File: src/rtl/sfifo_if.sv
// Handshake/status bundle for sfifo: the producer/consumer side drives the
// master modport, the FIFO itself sits on the slave modport.
interface sfifo_if #(
  parameter int unsigned n = 8,
  parameter int unsigned m = 512
);
  localparam int unsigned LW = $clog2(m) + 1;

  logic          wr_en;
  logic [n-1:0]  data;
  logic          rd_en;
  logic          clr_err;
  logic [n-1:0]  data_o;
  logic          empty;
  logic          full;
  logic [LW-1:0] level;
  logic          almost_full;
  logic          almost_empty;
  logic [2:0]    status;
  logic          ovf;
  logic          unf;

  modport master (
    output wr_en, data, rd_en, clr_err,
    input  data_o, empty, full, level, almost_full, almost_empty, status, ovf, unf
  );

  modport slave (
    input  wr_en, data, rd_en, clr_err,
    output data_o, empty, full, level, almost_full, almost_empty, status, ovf, unf
  );
endinterface

File: src/rtl/sfifo.sv
// Single-clock first-word-fall-through FIFO on block RAM with registered level,
// threshold flags, fill-band status and sticky overflow/underflow flags.
module sfifo #(
  parameter int unsigned n  = 8,
  parameter int unsigned m  = 512,
  parameter int unsigned af = m - 4,
  parameter int unsigned ae = 4
) (
  input  logic  clk,
  input  logic  rst_n,
  sfifo_if.slave bus
);
  localparam int unsigned AW = $clog2(m);
  localparam int unsigned LW = AW + 1;

  logic [n-1:0]  mem [m];
  logic [LW-1:0] wptr, rptr, rptr_nxt, level;
  logic [n-1:0]  ram_q, byp_q;
  logic          use_byp;
  logic          wr_acc, rd_acc, empty_i, full_i;

  assign empty_i  = (level == '0);
  assign full_i   = (level == LW'(m));
  assign wr_acc   = bus.wr_en & (~full_i | bus.rd_en);
  assign rd_acc   = bus.rd_en & ~empty_i;
  assign rptr_nxt = rptr + LW'(rd_acc);

  // RAM port kept free of reset/enables so it maps onto block RAM.
  always_ff @(posedge clk) begin
    if (wr_acc) mem[wptr[AW-1:0]] <= bus.data;
  end

  // Read address tracks the next head, so ram_q already holds it after the edge.
  always_ff @(posedge clk) begin
    ram_q <= mem[rptr_nxt[AW-1:0]];
  end

  always_ff @(posedge clk) begin
    if (!rst_n) begin
      wptr    <= '0;
      rptr    <= '0;
      level   <= '0;
      use_byp <= 1'b0;
      byp_q   <= '0;
      bus.ovf <= 1'b0;
      bus.unf <= 1'b0;
    end else begin
      wptr  <= wptr + LW'(wr_acc);
      rptr  <= rptr_nxt;
      byp_q <= bus.data;
      // New head is being written this same edge: RAM read would be stale.
      use_byp <= wr_acc && (wptr[AW-1:0] == rptr_nxt[AW-1:0]);
      case ({wr_acc, rd_acc})
        2'b10:   level <= level + 1'b1;
        2'b01:   level <= level - 1'b1;
        default: level <= level;
      endcase
      if (bus.wr_en && !wr_acc) bus.ovf <= 1'b1;
      else if (bus.clr_err)     bus.ovf <= 1'b0;
      if (bus.rd_en && !rd_acc) bus.unf <= 1'b1;
      else if (bus.clr_err)     bus.unf <= 1'b0;
    end
  end

  always_comb begin
    bus.status = 3'd0;
    if (empty_i)                      bus.status = 3'd0;
    else if (full_i)                  bus.status = 3'd5;
    else if (level < LW'(m / 4))      bus.status = 3'd1;
    else if (level < LW'(m / 2))      bus.status = 3'd2;
    else if (level < LW'(3 * m / 4))  bus.status = 3'd3;
    else                              bus.status = 3'd4;
  end

  assign bus.data_o       = empty_i ? '0 : (use_byp ? byp_q : ram_q);
  assign bus.empty        = empty_i;
  assign bus.full         = full_i;
  assign bus.level        = level;
  assign bus.almost_full  = (level >= LW'(af));
  assign bus.almost_empty = (level <= LW'(ae));
endmodule

File: src/flat_wrapper.sv
// flat-port wrapper written by rule: the top's interface ports become plain ports
module sfifo_flat 
#(
  parameter int unsigned n  = 8,
  parameter int unsigned m  = 512,
  parameter int unsigned af = m - 4,
  parameter int unsigned ae = 4
)
  (clk, rst_n, bus_wr_en, bus_data, bus_rd_en, bus_clr_err, bus_data_o, bus_empty, bus_full, bus_level, bus_almost_full, bus_almost_empty, bus_status, bus_ovf, bus_unf);
  sfifo_if #(.n(n), .m(m)) bus_i ();
  input  logic clk;
  input  logic rst_n;
  input wire logic [$bits(bus_i.wr_en)-1:0] bus_wr_en;
  input wire logic [$bits(bus_i.data)-1:0] bus_data;
  input wire logic [$bits(bus_i.rd_en)-1:0] bus_rd_en;
  input wire logic [$bits(bus_i.clr_err)-1:0] bus_clr_err;
  output wire logic [$bits(bus_i.data_o)-1:0] bus_data_o;
  output wire logic [$bits(bus_i.empty)-1:0] bus_empty;
  output wire logic [$bits(bus_i.full)-1:0] bus_full;
  output wire logic [$bits(bus_i.level)-1:0] bus_level;
  output wire logic [$bits(bus_i.almost_full)-1:0] bus_almost_full;
  output wire logic [$bits(bus_i.almost_empty)-1:0] bus_almost_empty;
  output wire logic [$bits(bus_i.status)-1:0] bus_status;
  output wire logic [$bits(bus_i.ovf)-1:0] bus_ovf;
  output wire logic [$bits(bus_i.unf)-1:0] bus_unf;
  assign bus_i.wr_en = bus_wr_en;
  assign bus_i.data = bus_data;
  assign bus_i.rd_en = bus_rd_en;
  assign bus_i.clr_err = bus_clr_err;
  assign bus_data_o = bus_i.data_o;
  assign bus_empty = bus_i.empty;
  assign bus_full = bus_i.full;
  assign bus_level = bus_i.level;
  assign bus_almost_full = bus_i.almost_full;
  assign bus_almost_empty = bus_i.almost_empty;
  assign bus_status = bus_i.status;
  assign bus_ovf = bus_i.ovf;
  assign bus_unf = bus_i.unf;
  sfifo #(.n(n), .m(m), .af(af), .ae(ae)) u_core (.clk(clk), .rst_n(rst_n), .bus(bus_i));
endmodule
File: config.mk
export PLATFORM = sky130hd
export DESIGN_NAME = sfifo_flat
export DESIGN_NICKNAME = d
export VERILOG_FILES = /design/src/rtl/sfifo_if.sv /design/src/rtl/sfifo.sv /design/src/flat_wrapper.sv
export SDC_FILE = /design/constraint.sdc
export NUM_CORES = 2
export LEC_CHECK = 0
export BUFFER_PORTS_ARGS = -buffer_cell sky130_fd_sc_hd__buf_2
export CAP_MARGIN = 20
export CORE_MARGIN = 8
export CORE_UTILIZATION = 40
export CTS_CLUSTER_SIZE = 40
export DETAILED_ROUTE_END_ITERATION = 6
export REMOVE_ABC_BUFFERS = 1
export SETUP_SLACK_MARGIN = 0.2
export SLEW_MARGIN = 10
export SYNTH_ARGS = -nofsm -noshare
export SYNTH_HDL_FRONTEND = slang
export SYNTH_SLANG_ARGS = --single-unit
File: constraint.sdc
create_clock -name clk -period 7 [get_ports clk]
set_clock_uncertainty 0.2 [all_clocks]
set_input_delay 0 -clock clk [delete_from_list [all_inputs] [get_ports clk]]
set_output_delay 0 -clock clk [all_outputs]
set_load 0.05 [all_outputs]
### Word level (Yosys, flattened, before mapping)

Memory sizes are Yosys's and may differ from the RTL's. A register that Yosys moved wholly into a read port is not among the register bits.
Cells that the tools add are included.

* bits in registers: 41
* bits in writable memories: 4096
* input bits: 13
* output and inout port bits: 27
* logic and storage cells: 48
* memories kept: 1

Memories
* u_core.mem: words 512, bits a word 8, rd ports 1, clocked after memory_dff 1, wr ports 1, RTL line sfifo.sv:16 `logic [n-1:0] mem [m];`

* $add $sub $neg: 4
* magnitude comparators: 5
* equality and inequality tests: 4
* multiplexer cells: 13
* bitwise logic cells: 5
* reductions and logical operators: 9

Operators by type and width (count)
* $add A10 B1 Y10: 2
* $lt A10 B9 Y1 const B: 2
* $pmux W10 S2: 1
* $mux W8: 2
* $mux W3: 5
* $add A10 B1 Y10 const B: 1
* $eq A10 B10 Y1 const B: 1
* $ge A10 B9 Y1 const B: 1
* $le A10 B3 Y1 const B: 1
* $logic_not A10 Y1: 1
* $lt A10 B8 Y1 const B: 1
* $sub A10 B1 Y10 const B: 1
* $eq A9 B9 Y1: 1
* $reduce_bool A2 Y1: 3
* $mux W1: 5
* $logic_and A1 B1 Y1: 3
* $and A1 B1 Y1: 2
* $eq A2 B1 Y1 const B: 1
* $eq A2 B2 Y1 const B: 1
* $logic_not A1 Y1: 2
* $not A1 Y1: 2
* $or A1 B1 Y1: 1

### Logic depth before layout (Yosys ltp)

* depth in word-level cells: 7
* gate-level depth with buffers: 20
* depth with buffers taken out: 15

### Worst setup path before layout

No wires, ideal clock.

* path kind: flip-flop to flip-flop
* start: register u_core.level[4] (netlist: u_core.bus.level[4])
* end: register u_core.level[6] (netlist: u_core.bus.level[6])
* arrival: 4480 ps
* required time: 6724 ps
* slack: 2244 ps
* stages on the path, launching flop included: 19
* buffers on the path: 4
* clock period less this slack: 4756 ps
* cell sequence: dfxtp_1 -> clkbuf_1 -> nor4_1 -> nand2_1 -> nor3_1 -> clkbuf_1 -> nor2b_1 -> ha_1 -> clkbuf_1 -> clkbuf_1 -> xor2_1 -> ha_1 -> nand3b_1 -> a21boi_0 -> a22oi_1 -> o21ai_0 -> xnor2_1 -> or3_1 -> a21boi_0

RTL lines
* start: declaration: RTL line sfifo.sv:17 `logic [LW-1:0] wptr, rptr, rptr_nxt, level;`
* start signal: assignment: RTL line sfifo.sv:54 `2'b10: level <= level + 1'b1;`
* start signal: assignment: RTL line sfifo.sv:55 `2'b01: level <= level - 1'b1;`
* start signal: assignment: RTL line sfifo.sv:56 `default: level <= level;`
* $logic_not A10 Y1 (*): RTL line sfifo.sv:22 `assign empty_i = (level == '0);`
* named net bus_empty: RTL line flat_wrapper.sv:18 `output wire logic [$bits(bus_i.empty)-1:0] bus_empty;`
* $not A1 Y1 (*): RTL line sfifo.sv:25 `assign rd_acc = bus.rd_en & ~empty_i;`
* $and A1 B1 Y1 (*): RTL line sfifo.sv:25
* $eq A2 B1 Y1 or $eq A2 B2 Y1 (tied branches): RTL line sfifo.sv:53 `case ({wr_acc, rd_acc})`
* $pmux W10 S2 or $reduce_bool A2 Y1 (tied branches)

Mark *: on every way through the listed nets, which the timed path passes. The rest lies on a longest branch.
A chain may end at the register's enable or synchronous reset.

### Worst setup path in the final report

* start: register u_core.level[3] (netlist: u_core.bus.level[3])
* end: register u_core.ram_q[1] (read register of u_core.mem)

* cells in the longest elaborated chain, start to end: 4

Ends and longest elaborated chain
* $logic_not A10 Y1: RTL line sfifo.sv:22
* $not A1 Y1: RTL line sfifo.sv:25
* $and A1 B1 Y1: RTL line sfifo.sv:25
* $add A10 B1 Y10: RTL line sfifo.sv:26 `assign rptr_nxt = rptr + LW'(rd_acc);`
* end: declaration: RTL line sfifo.sv:18 `logic [n-1:0] ram_q, byp_q;`

Every way passes these cells.

==> qor.txt <==
Row Count: 233
RSZ-0062 raised after global routing: false
Hold Path Stages: 3
Met2 routed WL: 196000 um
Post-synthesis average cell area: 21.2 sq um
Final hold vios: 0
Routability cong.: 0.806
CTS tree: yes
Drt total wl: 411000 um
Pins Over Slew Limit: 0
First-pass GRT wire length: 590000 um
Outcome: completed
DR top layer: met5
# IOs: 40
Post-detail-place hpwl: 241000 um
Share of layout cells above drive strength 1: 24.6%
DR vias: 77919
Netlist Area Pre-Place: 0.161 sq mm
Cell count after placement: 12651
Setup ws final: 0.727 ns
Setup CP Type: reg2reg
EDFF count, synth: 4096
Die Span X: 651 um
Fillers: 33231
Layout Nets: 7827
Die H: 651 um
FF-to-FF setup slack: 0.73 ns
Met1 wire length: 170000 um
Setup violators final: 0
Netlist cell types: 75
DRT iter0 DRCs: 9124
FFs w/ async S/R, synth: 0%
Worst slew margin: 4.22%
Post-synthesis register bit count: 4143
GRT Util Overall: 18.9%
Core footprint: 0.402 sq mm
Post-CTS sizing: 0
Hold Startpoint: rst_n
Vias/cell: 5.79
Synth Flop Type: edfxtp_1
Count leader, synth: edfxtp_1
Wire per inst: 30.5 um
TritonCTS Sinks: 4143
Synth Instances: 7589
Postcts setup bufs: 0
Number of buffers created by CTS: 413
Largest net degree at the start of global routing: 197
Met3 WL: 30700 um
Hold Path Sink: u_core.bus.level[2]
Worst Setup End Kind: flip-flop
Req. time, crit path: 7.64 ns
Final Instance Count excl. Fillers: 13447
Worst vdd ir: 0.545 mV
Synth area leader: edfxtp_1
Area growth, synth to finish: 12.6%
ANT nets after route: 0
Multi-input logic area: 0.0351 sq mm
Worst slew pin tran: 1.44 ns
Die Area: 0.424 sq mm
Fin crit period: 6.27 ns
Final Cycle Share: 89.6%
Worst-case reg-to-reg path depth: 15
IO Port Bufs: 39
Worst skew pair latency: 0.97 ns
Crit-path max FO: 52
Final global-route overflow total: 0
Ranking of synthesized cells by area: edfxtp_1, mux4_2, nor2_1, nand2_1, mux2i_1
Worst-path clk slew: 0.06 ns
Reg2reg start: u_core.bus.level[3]
Vias in the first global route: 79536
HP Class: in2reg
Post-route DRC: 0
Most frequent cells after synthesis: edfxtp_1, mux4_2, nor2_1
Post-synthesis sequential area ratio: 76.9%
Pwr per Cell Area: 403 mW/mm^2
Initial core utilization: 40.1%
Critical Path Start Type: flip-flop
Synth top area share: 76.3%
First-pass iteration count of the detailed router: 6
Post-Place Worst Slack: 0.556 ns
Clock Root Buffer: clkbuf_16
Leakage: 54.7 nW
CP arrival: 6.92 ns
Yosys warnings: 0
Max Clk Rate: 159 MHz
Initial antenna violation count: 17
Max Root-Sink Buffers: 4
Setup TNS: 0 ns
# H-tree levels: 5
R2r endpoint: u_core.ram_q[1]
Max-cap violations: 0
Register area: 0.124 sq mm
[flip-flops by register name, summed over array words and instances (netlist names)]
signal / flops
u_core.bus.level: 10
u_core.bus.ovf: 1
u_core.bus.unf: 1
u_core.byp_q: 8
u_core.mem: 4096
u_core.ram_q: 8
u_core.rptr: 9
u_core.use_byp: 1
u_core.wptr: 9
[worst max path at each step]
| stage | slack [ns] | startpoint | to |
|---|---|---|---|
| finish | 0.73 | u_core.bus.level[3] | u_core.ram_q[1] |
| global route | 0.37 | u_core.bus.level[3] | u_core.ram_q[1] |
| CTS | 0.57 | u_core.bus.level[3] | u_core.ram_q[1] |
| detailed placement | 0.56 | u_core.bus.level[3] | u_core.ram_q[1] |
| global placement | -0.06 | u_core.bus.level[3] | u_core.ram_q[4] |
| floorplan | -37.83 | u_core.bus.level[3] | u_core.ram_q[0] |
[cell usage in the layout (no fill, tap or decap), types with 19 or more instances in the layout]
cell type and count:
a21oi_1 40, o21ai_0 40, bufinv_16 28, a22oi_1 58, mux2i_1 124, nand4_1 44, clkbuf_16 422, clkinv_1 99
buf_2 31, buf_4 151, a22o_1 24, and2_1 31, buf_12 56, nand2_1 462, edfxtp_1 4096, clkbuf_1 75
nand3_1 163, nor2_1 551, a32oi_1 31, dlygate4sd3_1 23, dfxtp_1 47, clkinv_2 95, mux4_2 1108, nor2b_1 19
xnor2_1 26, a31oi_1 55
[power breakdown]
part	leakage, nW	switching [W]	internal, W
Sequential	37.2	0.000115	0.0273
Clock	6.39	0.00931	0.0121
Combinational	11.1	0.0123	0.0120
Total	54.7	0.0217	0.0514
[metal layers]
metal  vias to the layer above  global-route usage [%]
met2                      3258                    30.3
met5                         -                       0
met1                     42138                    26.7
li1                      31916                       -
met4                         8                    5.60
met3                       599                    3.25
[per-stage QoR]
step | area [sq um] | hold WS (ns) | util (%) | power, W
floorplan | 159000 | -0.101 | - | 0.0361
global placement | 168000 | 0.102 | 41.8 | 0.0525
detailed placement | 168000 | 0.126 | 41.8 | 0.0526
CTS | 181000 | 0.00549 | 45.1 | 0.0740
global route | 182000 | 0.0523 | 45.2 | 0.0759
finish | 182000 | 0.0839 | 45.2 | 0.0732
[logic make-up (layout without fill, tap and decap cells)]
family	after synthesis	count (layout)	synth area share (%)
AOI/OAI and AO/OA	322	322	1.42
buffers and inverters	478	1041	1.56
muxes	1232	1232	16.2
and+or+nand+nor	1371	1371	3.62
other	0	8	0
DFF	4143	4143	76.9
adders and majority gates	7	7	0.0543
xor gates and xnor gates	36	36	0.221
[final cells by class]
class                           instances  share of cell area, %
Sequential cell                      4143                   68.3
Multi-Input combinational cell       2968                   19.3
Clock buffer                          504                   6.03
Tap cell                             5287                   3.64
Timing Repair Buffer                  273                   1.55
Clock inverter                        256                   1.15
Inverter                                8                 0.0165
Antenna cell                            8                 0.0110
[what timing repair did]
action                                   CTS  global route
hold buffers                              24             0
endpoints found under the hold margin   3110             0
endpoints found under the setup margin     0             0
[worst max-delay path, cell delays in order (launching register included)]
cell	delay (ns)
dfxtp_1	0.41
nor4_1	0.58
nand2_1	0.21
nor3_2	0.19
nor2b_1	0.21
ha_4	0.26
and3_1	0.32
xnor2_4	0.85
buf_12	0.40
mux4_2	0.60
nand2_1	0.15
nand2_1	0.08
a22oi_1	0.45
nor4bb_1	0.66
buf_4	0.25
nand3_1	0.08
Note: power is estimated with default switching activity, not from simulation.
